File: src/rtl/rf_pkg.sv
// Shared widths, source indices and the writeback request record used by the
// register-file write-port arbiter.
package rf_pkg;

   localparam int XLEN = 32;
   localparam int RAW  = 5;

   localparam int SRC_MULDIV = 0;
   localparam int SRC_LOAD   = 1;

   typedef struct packed {
      logic            valid;
      logic [RAW-1:0]  rd;
      logic [XLEN-1:0] data;
   } wb_req_t;

endpackage

File: src/rtl/rr_arb2.sv
// Two-way round-robin arbiter: one-hot grant among req when enabled, with the
// pointer flipped after any grant.
module rr_arb2 (
   input  logic       en,
   input  logic [1:0] req,
   input  logic       ptr,
   output logic [1:0] gnt,
   output logic       ptr_nxt
);

   always_comb begin
      gnt = 2'b00;
      if (en) begin
         unique case (req)
            2'b01:   gnt = 2'b01;
            2'b10:   gnt = 2'b10;
            2'b11:   gnt = ptr ? 2'b10 : 2'b01;
            default: gnt = 2'b00;
         endcase
      end
      ptr_nxt = (|gnt) ? ~ptr : ptr;
   end

endmodule

File: src/rtl/rf_wb_arbiter.sv
// Shares the register file's single write port between the pipeline WB stage
// (absolute priority) and two secondary sources served round-robin.
module rf_wb_arbiter #(
   parameter int XLEN         = rf_pkg::XLEN,
   parameter int RAW          = rf_pkg::RAW,
   parameter int STARVE_LIMIT = 4
) (
   input  logic            clk,
   input  logic            rst,
   input  logic            p_valid,
   input  logic [RAW-1:0]  p_rd,
   input  logic [XLEN-1:0] p_data,
   input  logic [1:0]      s_valid,
   input  logic [RAW-1:0]  s_rd0,
   input  logic [RAW-1:0]  s_rd1,
   input  logic [XLEN-1:0] s_data0,
   input  logic [XLEN-1:0] s_data1,
   output logic [1:0]      s_ready,
   output logic            stall_req,
   output logic            rf_wr,
   output logic [RAW-1:0]  rf_wregnum,
   output logic [XLEN-1:0] rf_wd
);
   import rf_pkg::*;

   localparam logic [3:0] LIMIT = 4'(STARVE_LIMIT);

   // Handshake: secondary i transfers in any cycle where s_valid[i] && s_ready[i];
   // the requester keeps s_valid/s_rd/s_data stable until then, and s_ready never
   // depends on anything but current inputs and registered state.
   wb_req_t    sec [2];
   logic       pipe_hit;
   logic       rr_ptr, rr_ptr_nxt;
   logic [1:0] gnt;
   logic [3:0] wait_cnt [2];
   logic [3:0] wait_nxt [2];
   logic       stall_nxt;
   wb_req_t    sel;

   assign sec[SRC_MULDIV] = '{valid: s_valid[SRC_MULDIV], rd: s_rd0, data: s_data0};
   assign sec[SRC_LOAD]   = '{valid: s_valid[SRC_LOAD],   rd: s_rd1, data: s_data1};

   // A pipeline write to x0 is dropped and leaves the slot free for a secondary.
   assign pipe_hit = p_valid && (p_rd != '0);

   rr_arb2 u_rr (
      .en      (!pipe_hit),
      .req     (s_valid),
      .ptr     (rr_ptr),
      .gnt     (gnt),
      .ptr_nxt (rr_ptr_nxt)
   );

   assign s_ready = gnt;
   assign sel     = gnt[SRC_LOAD] ? sec[SRC_LOAD] : sec[SRC_MULDIV];

   always_comb begin
      stall_nxt = 1'b0;
      for (int i = 0; i < 2; i++) begin
         wait_nxt[i] = '0;
         if (s_valid[i] && !s_ready[i])
            wait_nxt[i] = (wait_cnt[i] == LIMIT) ? LIMIT : wait_cnt[i] + 4'd1;
         if (wait_nxt[i] == LIMIT)
            stall_nxt = 1'b1;
      end
   end

   always_ff @(posedge clk or posedge rst) begin
      if (rst) begin
         rf_wr       <= 1'b0;
         rf_wregnum  <= '0;
         rf_wd       <= '0;
         stall_req   <= 1'b0;
         rr_ptr      <= 1'b0;
         wait_cnt[0] <= '0;
         wait_cnt[1] <= '0;
      end else begin
         rr_ptr      <= rr_ptr_nxt;
         wait_cnt[0] <= wait_nxt[0];
         wait_cnt[1] <= wait_nxt[1];
         stall_req   <= stall_nxt;
         if (pipe_hit) begin
            rf_wr      <= 1'b1;
            rf_wregnum <= p_rd;
            rf_wd      <= p_data;
         end else if ((|gnt) && (sel.rd != '0)) begin
            rf_wr      <= 1'b1;
            rf_wregnum <= sel.rd;
            rf_wd      <= sel.data;
         end else begin
            rf_wr <= 1'b0;
         end
      end
   end

endmodule

File: config.mk
export PLATFORM = sky130hd
export DESIGN_NAME = rf_wb_arbiter
export DESIGN_NICKNAME = d
export VERILOG_FILES = /design/src/rtl/rf_pkg.sv /design/src/rtl/rr_arb2.sv /design/src/rtl/rf_wb_arbiter.sv
export SDC_FILE = /design/constraint.sdc
export NUM_CORES = 1
export LEC_CHECK = 0
export ABC_AREA = 1
export BUFFER_PORTS_ARGS = -buffer_cell sky130_fd_sc_hd__buf_2
export CAP_MARGIN = 10
export CORE_MARGIN = 8
export CORE_UTILIZATION = 51
export CTS_CLUSTER_DIAMETER = 100
export DETAILED_ROUTE_END_ITERATION = 10
export MAX_ROUTING_LAYER = met4
export PLACE_DENSITY = 0.87
export SLEW_MARGIN = 20
export SYNTH_ARGS = -nofsm -noshare
export SYNTH_HDL_FRONTEND = slang
export SYNTH_HIERARCHICAL = 1
export SYNTH_SLANG_ARGS = --single-unit
File: constraint.sdc
create_clock -name clk -period 2.9 [get_ports clk]
set_input_delay 0.58 -clock clk [delete_from_list [all_inputs] [get_ports clk]]
set_output_delay 0.58 -clock clk [all_outputs]
set_load 0.005 [all_outputs]
==> impl_metrics.ini, run 1 <==
[synth]
ys_ff_latch = 48
synth_top_area_share_pct = 36.9
yosys_warnings = 6
avgSynthCellArea_um2 = 6.82
syn_inst = 478
synth_seq_area_share_pct = 36.9
ys_top_cells_by_area = dfrtp_1, nand2_1, nand3_2, inv_1, o21ai_0
syn_nets = 598
yosysTopAreaCell = dfrtp_1
syn_area_um2 = 3260
synth.distinct_cells = 23

[drt]
drcViolationCount = 0
ant_nets = 0
drtIter0Drc = 95
dr_total_vias = 3396
dr.pass1.iters = 4
wl_per_cell_um = 13.4
via_per_inst = 4.84
totalWireLength_mm = 9.41

[clock_tree]
postCtsHoldBufs = 0
cts_setup_buffers = 0
clk_latency_ns = 0.30
cts_root_buffer = clkbuf_8
clock-sinks = 48
clk_path_buf_depth = 2
cts_made_buffers = 5
cts_resized = 0
cts-htree-levels = 2
clkTransAtPathRegs_ns = 0.09
cts_tree = done

[power]
combPwrFrac_pct = 30.0
power_switching_uw = 633
power.internal_uw = 1290
power_density_nw_per_um2 = 465
p_leak_uw = 0.00254
power.share.clock_pct = 26.6
seqPwrFrac_pct = 43.4
netSwitchingFraction_pct = 32.8
peakVddDrop_mv = 0.314

[die]
die_h_um = 95.9
die_w_um = 95.9
core-area_um2 = 6280
ioPinCount = 157
start_util_pct = 51.9
row_count = 29
dieArea_um2 = 9210

[setup_path]
cp_slowest_cell = buf_4
cp-startpoint = p_rd[2]
r2r-start = rr_ptr$_DFF_PP0_
required_ns = 3.14
crit_top_cell = nand2_1
start_kind = input pin
slowest_delay_ns = 0.27
endpoint_kind = register
cp_max_fo = 23
crit_type = in2reg
cp_cell_sequence = buf_2 -> inv_1 -> nand2_1 -> o21ai_4 -> nand2_1 -> a21oi_4 -> buf_4 -> nand2_1 -> nand2_1 -> nor2_1 -> nand3_1 -> nand2_2 -> nand2_2 -> buf_4 -> nand2_1 -> nand2_1
crit_arrival_ns = 2.69

[sta]
fin_crit_sh_pct = 84.6
max_freq_ghz = 0.408
layout_min_cycle_time_ns = 2.45
rsz0062_at_grt = no
hold_violations = 0
fin_worst_skew_ns = 0.0119
fin_tns_setup_ns = 0
slew_viol_final = 0
slew_headroom_pct = 45.8
worst-slew-pin-transition_ns = 0.812
setup_viol = 0

[global_route]
track_usage_pct = 21.6
antenna_found_initial = 0
grt_start_max_net_pins = 113
grt_overflow = 0
grt_pass1_wl_mm = 15.5
grt_pass1_vias = 3500

[placed_design]
dp_hpwl_mm = 7.43
gp_congestion = 0.854
portBuffers = 156

[cells_and_area]
fill_cells = 574
utilization_pct = 66.0
drive_gt1_share_pct = 34.8
nets = 743
area_growth_pct = 27.1
diodes = 0

[outcome]
status = finished clean

[run]
cap_violations = 0

[worst_hold_path]
hold_class = in2async
-- cells in the final DEF (no fill, tap or decap), types with 4 or more instances in the layout --
cell / synthesis / layout
buf_2: 10 / 156
buf_4: 1 / 9
clkbuf_8: 0 / 6
dfrtp_1: 48 / 48
ha_1: 4 / 4
inv_1: 54 / 53
inv_2: 5 / 5
nand2_1: 234 / 234
nand2_2: 5 / 5
nand3_1: 16 / 16
nand3_2: 30 / 30
nor2_1: 5 / 5
o21ai_0: 33 / 33
o21ai_1: 5 / 5
-- cells in the mapped netlist --
cell type  number
ha_1            4
nand3_2        30
o22ai_1         1
nand2_1       234
clkbuf_1        9
inv_1          54
buf_6           5
nand2_2         5
buf_2          10
buf_12          3
o21ai_4         1
o21ai_1         5
xnor2_1         1
xor2_1          1
inv_2           5
nand3_1        16
nand4_1         2
a31oi_1         2
nor2_1          5
buf_4           1
o21ai_0        33
dfrtp_1        48
a21oi_1         3
-- state kept, by name, summed over array words and instances, names as in the netlist --
name and cells:
rf_wd 32, wait_cnt 8, rf_wregnum 5, rf_wr 1
rr_ptr 1, stall_req 1
-- kinds of logic (layout without fill, tap and decap cells) --
family | after synthesis | after routing | share of synthesized area (%)
and+or+nand+nor | 292 | 292 | 40.5
buffers and inverters | 87 | 233 | 13.2
DFF | 48 | 48 | 36.9
AOI/OAI and AO/OA | 45 | 45 | 7.37
adders and majority gates | 4 | 4 | 1.54
xor gates and xnor gates | 2 | 2 | 0.538
-- final timing paths --
path | to | slack [ns] | cells past startpoint
max in group asynchronous | rf_wd[23]$_DFFE_PP0P_ | 2.01 | 2
worst min register to register | rf_wd[26]$_DFFE_PP0P_ | 0.52 | 2
worst max register to register | rf_wd[15]$_DFFE_PP0P_ | 0.82 | 10
worst min-delay path | wait_cnt[3]$_DFF_PP0_ | 0.40 | 2
min in group clk | rf_wd[26]$_DFFE_PP0P_ | 0.52 | 2
worst max-delay path | rf_wd[15]$_DFFE_PP0P_ | 0.45 | 16
-- layout make-up --
type,count,area [um^2],area share [%]
Timing Repair Buffer,166,860,20.8
Inverter,59,223,5.38
Clock inverter,2,38.8,0.937
Tap cell,77,96.3,2.33
Sequential cell,48,1200,29.0
Multi-Input combinational cell,343,1640,39.6
Clock buffer,6,82.6,1.99
-- critical path: cells and delay by family --
family	cells	cell delay, ns
AOI/OAI and AO/OA	2	0.36
buffers and inverters	4	0.67
and+or+nand+nor	10	1.07
-- layer usage --
metal,up-vias,global-route usage (%),part of all wire [%]
met4,0,6.53,1.6
li1,1745,-,-
met5,-,-,0
met2,114,36.1,49
met3,14,4.52,5.7
met1,1523,25.7,43
-- through the flow --
step / cells / cell area (um^2) / hold WS (ns) / power, uW / setup slack [ns]
5_1_grt: 701 / 4140 / 0.476 / 2060 / 0.216
2_1_floorplan: 478 / 3260 / 0.470 / 1200 / 0.109
3_5_place_dp: 693 / 4020 / 0.496 / 1430 / 0.166
3_3_place_gp: 693 / 4020 / 0.487 / 1410 / 0.304
4_1_cts: 701 / 4140 / 0.515 / 1940 / 0.462
6_report: 701 / 4140 / 0.399 / 1930 / 0.447
-- power groups by stage --
stage / registers [uW] / logic (uW) / clock network, uW
2_1_floorplan: 850 / 353 / 0
3_3_place_gp: 845 / 561 / 0
3_5_place_dp: 846 / 585 / 0
4_1_cts: 837 / 585 / 519
5_1_grt: 849 / 664 / 546
6_report: 837 / 578 / 512
Power figures use the tool's default switching activity.
==> run 2, diff against run 1 <==
Settings changed: CORE_UTILIZATION 51 to 47, PLACE_DENSITY 0.87 to 0.81.
Clock period 2.9 ns to 2.36 ns, I/O delays scaled along.
==> impl_metrics.ini, run 2 (synthesis results as in run 1) <==
[placed_design]
gp_congestion = 0.825
dp_hpwl_mm = 7.37
portBuffers = 156
dp.cells = 698
post-place-ws_ns = 0.0947

[clock_tree]
cts_resized = 0
cts_made_buffers = 5
postCtsHoldBufs = 0
clk_latency_ns = 0.30
clk_path_buf_depth = 2
cts_root_buffer = clkbuf_8
clkTransAtPathRegs_ns = 0.09
cts-htree-levels = 2
clock-sinks = 48
cts_setup_buffers = 0
cts_tree = done

[cells_and_area]
area_growth_pct = 28.9
nets = 745
instances_no_fill = 707
top_regs = rf_wd (32), wait_cnt (8), rf_wregnum (5)
regArea_um2 = 1200
largest_reg_flops = 32
layout_commonest_cell = nand2_1
fill_cells = 639
utilization_pct = 62.2
drive_gt1_share_pct = 35.1
largest-register = rf_wd
multi_input_area_um2 = 1650
final_cell_mix = nand2_1, buf_2, inv_1, dfrtp_1, o21ai_0

[setup_path]
crit_arrival_ns = 1.62
required_ns = 1.89
crit_type = in2out
endpoint_kind = output pin
start_kind = input pin
cp_max_fo = 3

[global_route]
grt_start_max_net_pins = 113
grt_overflow = 0
grt_pass1_wl_mm = 15.3
track_usage_pct = 19.5
grt_pass1_vias = 3351
antenna_found_initial = 1

[die]
start_util_pct = 48.2
die_h_um = 99.3
die_w_um = 99.3
core-area_um2 = 6760
ioPinCount = 157
dieArea_um2 = 9860
row_count = 30

[drt]
dr.pass1.iters = 4
drtIter0Drc = 121
ant_nets = 0
drcViolationCount = 0
dr_total_vias = 3406
via_per_inst = 4.82
totalWireLength_mm = 9.33
wl_per_cell_um = 13.2

[power]
peakVddDrop_mv = 0.272
power_density_nw_per_um2 = 557
p_leak_uw = 0.00256

[sta]
hold_violations = 0
setup_viol = 0
layout_min_cycle_time_ns = 2.09
slew_headroom_pct = 64.3
fin_worst_skew_ns = 0.0130
whs_ns = 0.193
max_freq_ghz = 0.479
slew_viol_final = 0
fin_crit_sh_pct = 88.5
final.setup.worst_slack_ns = 0.273
fin_tns_setup_ns = 0
rsz0062_at_grt = no
worst-slew-pin-transition_ns = 0.535

[worst_hold_path]
hold_class = in2async

[run]
cap_violations = 0

[outcome]
status = finished clean
## run 2: power by group
group / total (uW) / internal [uW] / switching, uW
clock network: 586 / 315 / 272
registers: 1030 / 941 / 90.9
logic: 722 / 318 / 404
## run 2: per-stage QoR
step | area, um^2 | power [uW]
after floorplan | 3290 | 1490
after global placement | 4090 | 1760
after detailed placement | 4090 | 1780
after CTS | 4200 | 2370
after global routing | 4200 | 2500
final | 4200 | 2340
## run 2: routing by layer
layer  vias up  track usage (%)  routed length (um)
met1      1511             23.3                4130
met3        15             4.89                 624
met2       130             31.2                4390
met5         -                -                   0
li1       1750                -                   -
met4         0             6.98                 190
## run 2: final timing paths
check / from / end / slack [ns] / depth (start not counted)
min: rst / rf_wregnum[2]$_DFFE_PP0P_ / 0.19 / 2
min reg2reg: rf_wd[20]$_DFFE_PP0P_ / rf_wd[20]$_DFFE_PP0P_ / 0.51 / 2
min in group clk: p_data[19] / rf_wd[19]$_DFFE_PP0P_ / 0.49 / 5
max in group asynchronous: rst / rf_wd[6]$_DFFE_PP0P_ / 1.64 / 3
max reg2reg: rr_ptr$_DFF_PP0_ / rf_wd[13]$_DFFE_PP0P_ / 0.51 / 10
max: p_rd[2] / s_ready[0] / 0.27 / 9
## run 2: critical path: stages
cell	delay, ns
buf_2	0.10
inv_1	0.09
nand2_1	0.10
o21ai_4	0.14
buf_4	0.15
nand2_1	0.09
a21oi_1	0.23
buf_4	0.15
buf_2	0.10
## run 2: final cells by class
type                    instances  share of cell area (%)
inverters                      59                    5.27
flip-flops and latches         48                    28.6
multi-input cells             343                    39.2
repair buffers                168                    21.9
clock buffers                   6                    1.73
well taps                      80                    2.38
diodes                          1                  0.0596
clock inverters                 2                   0.834
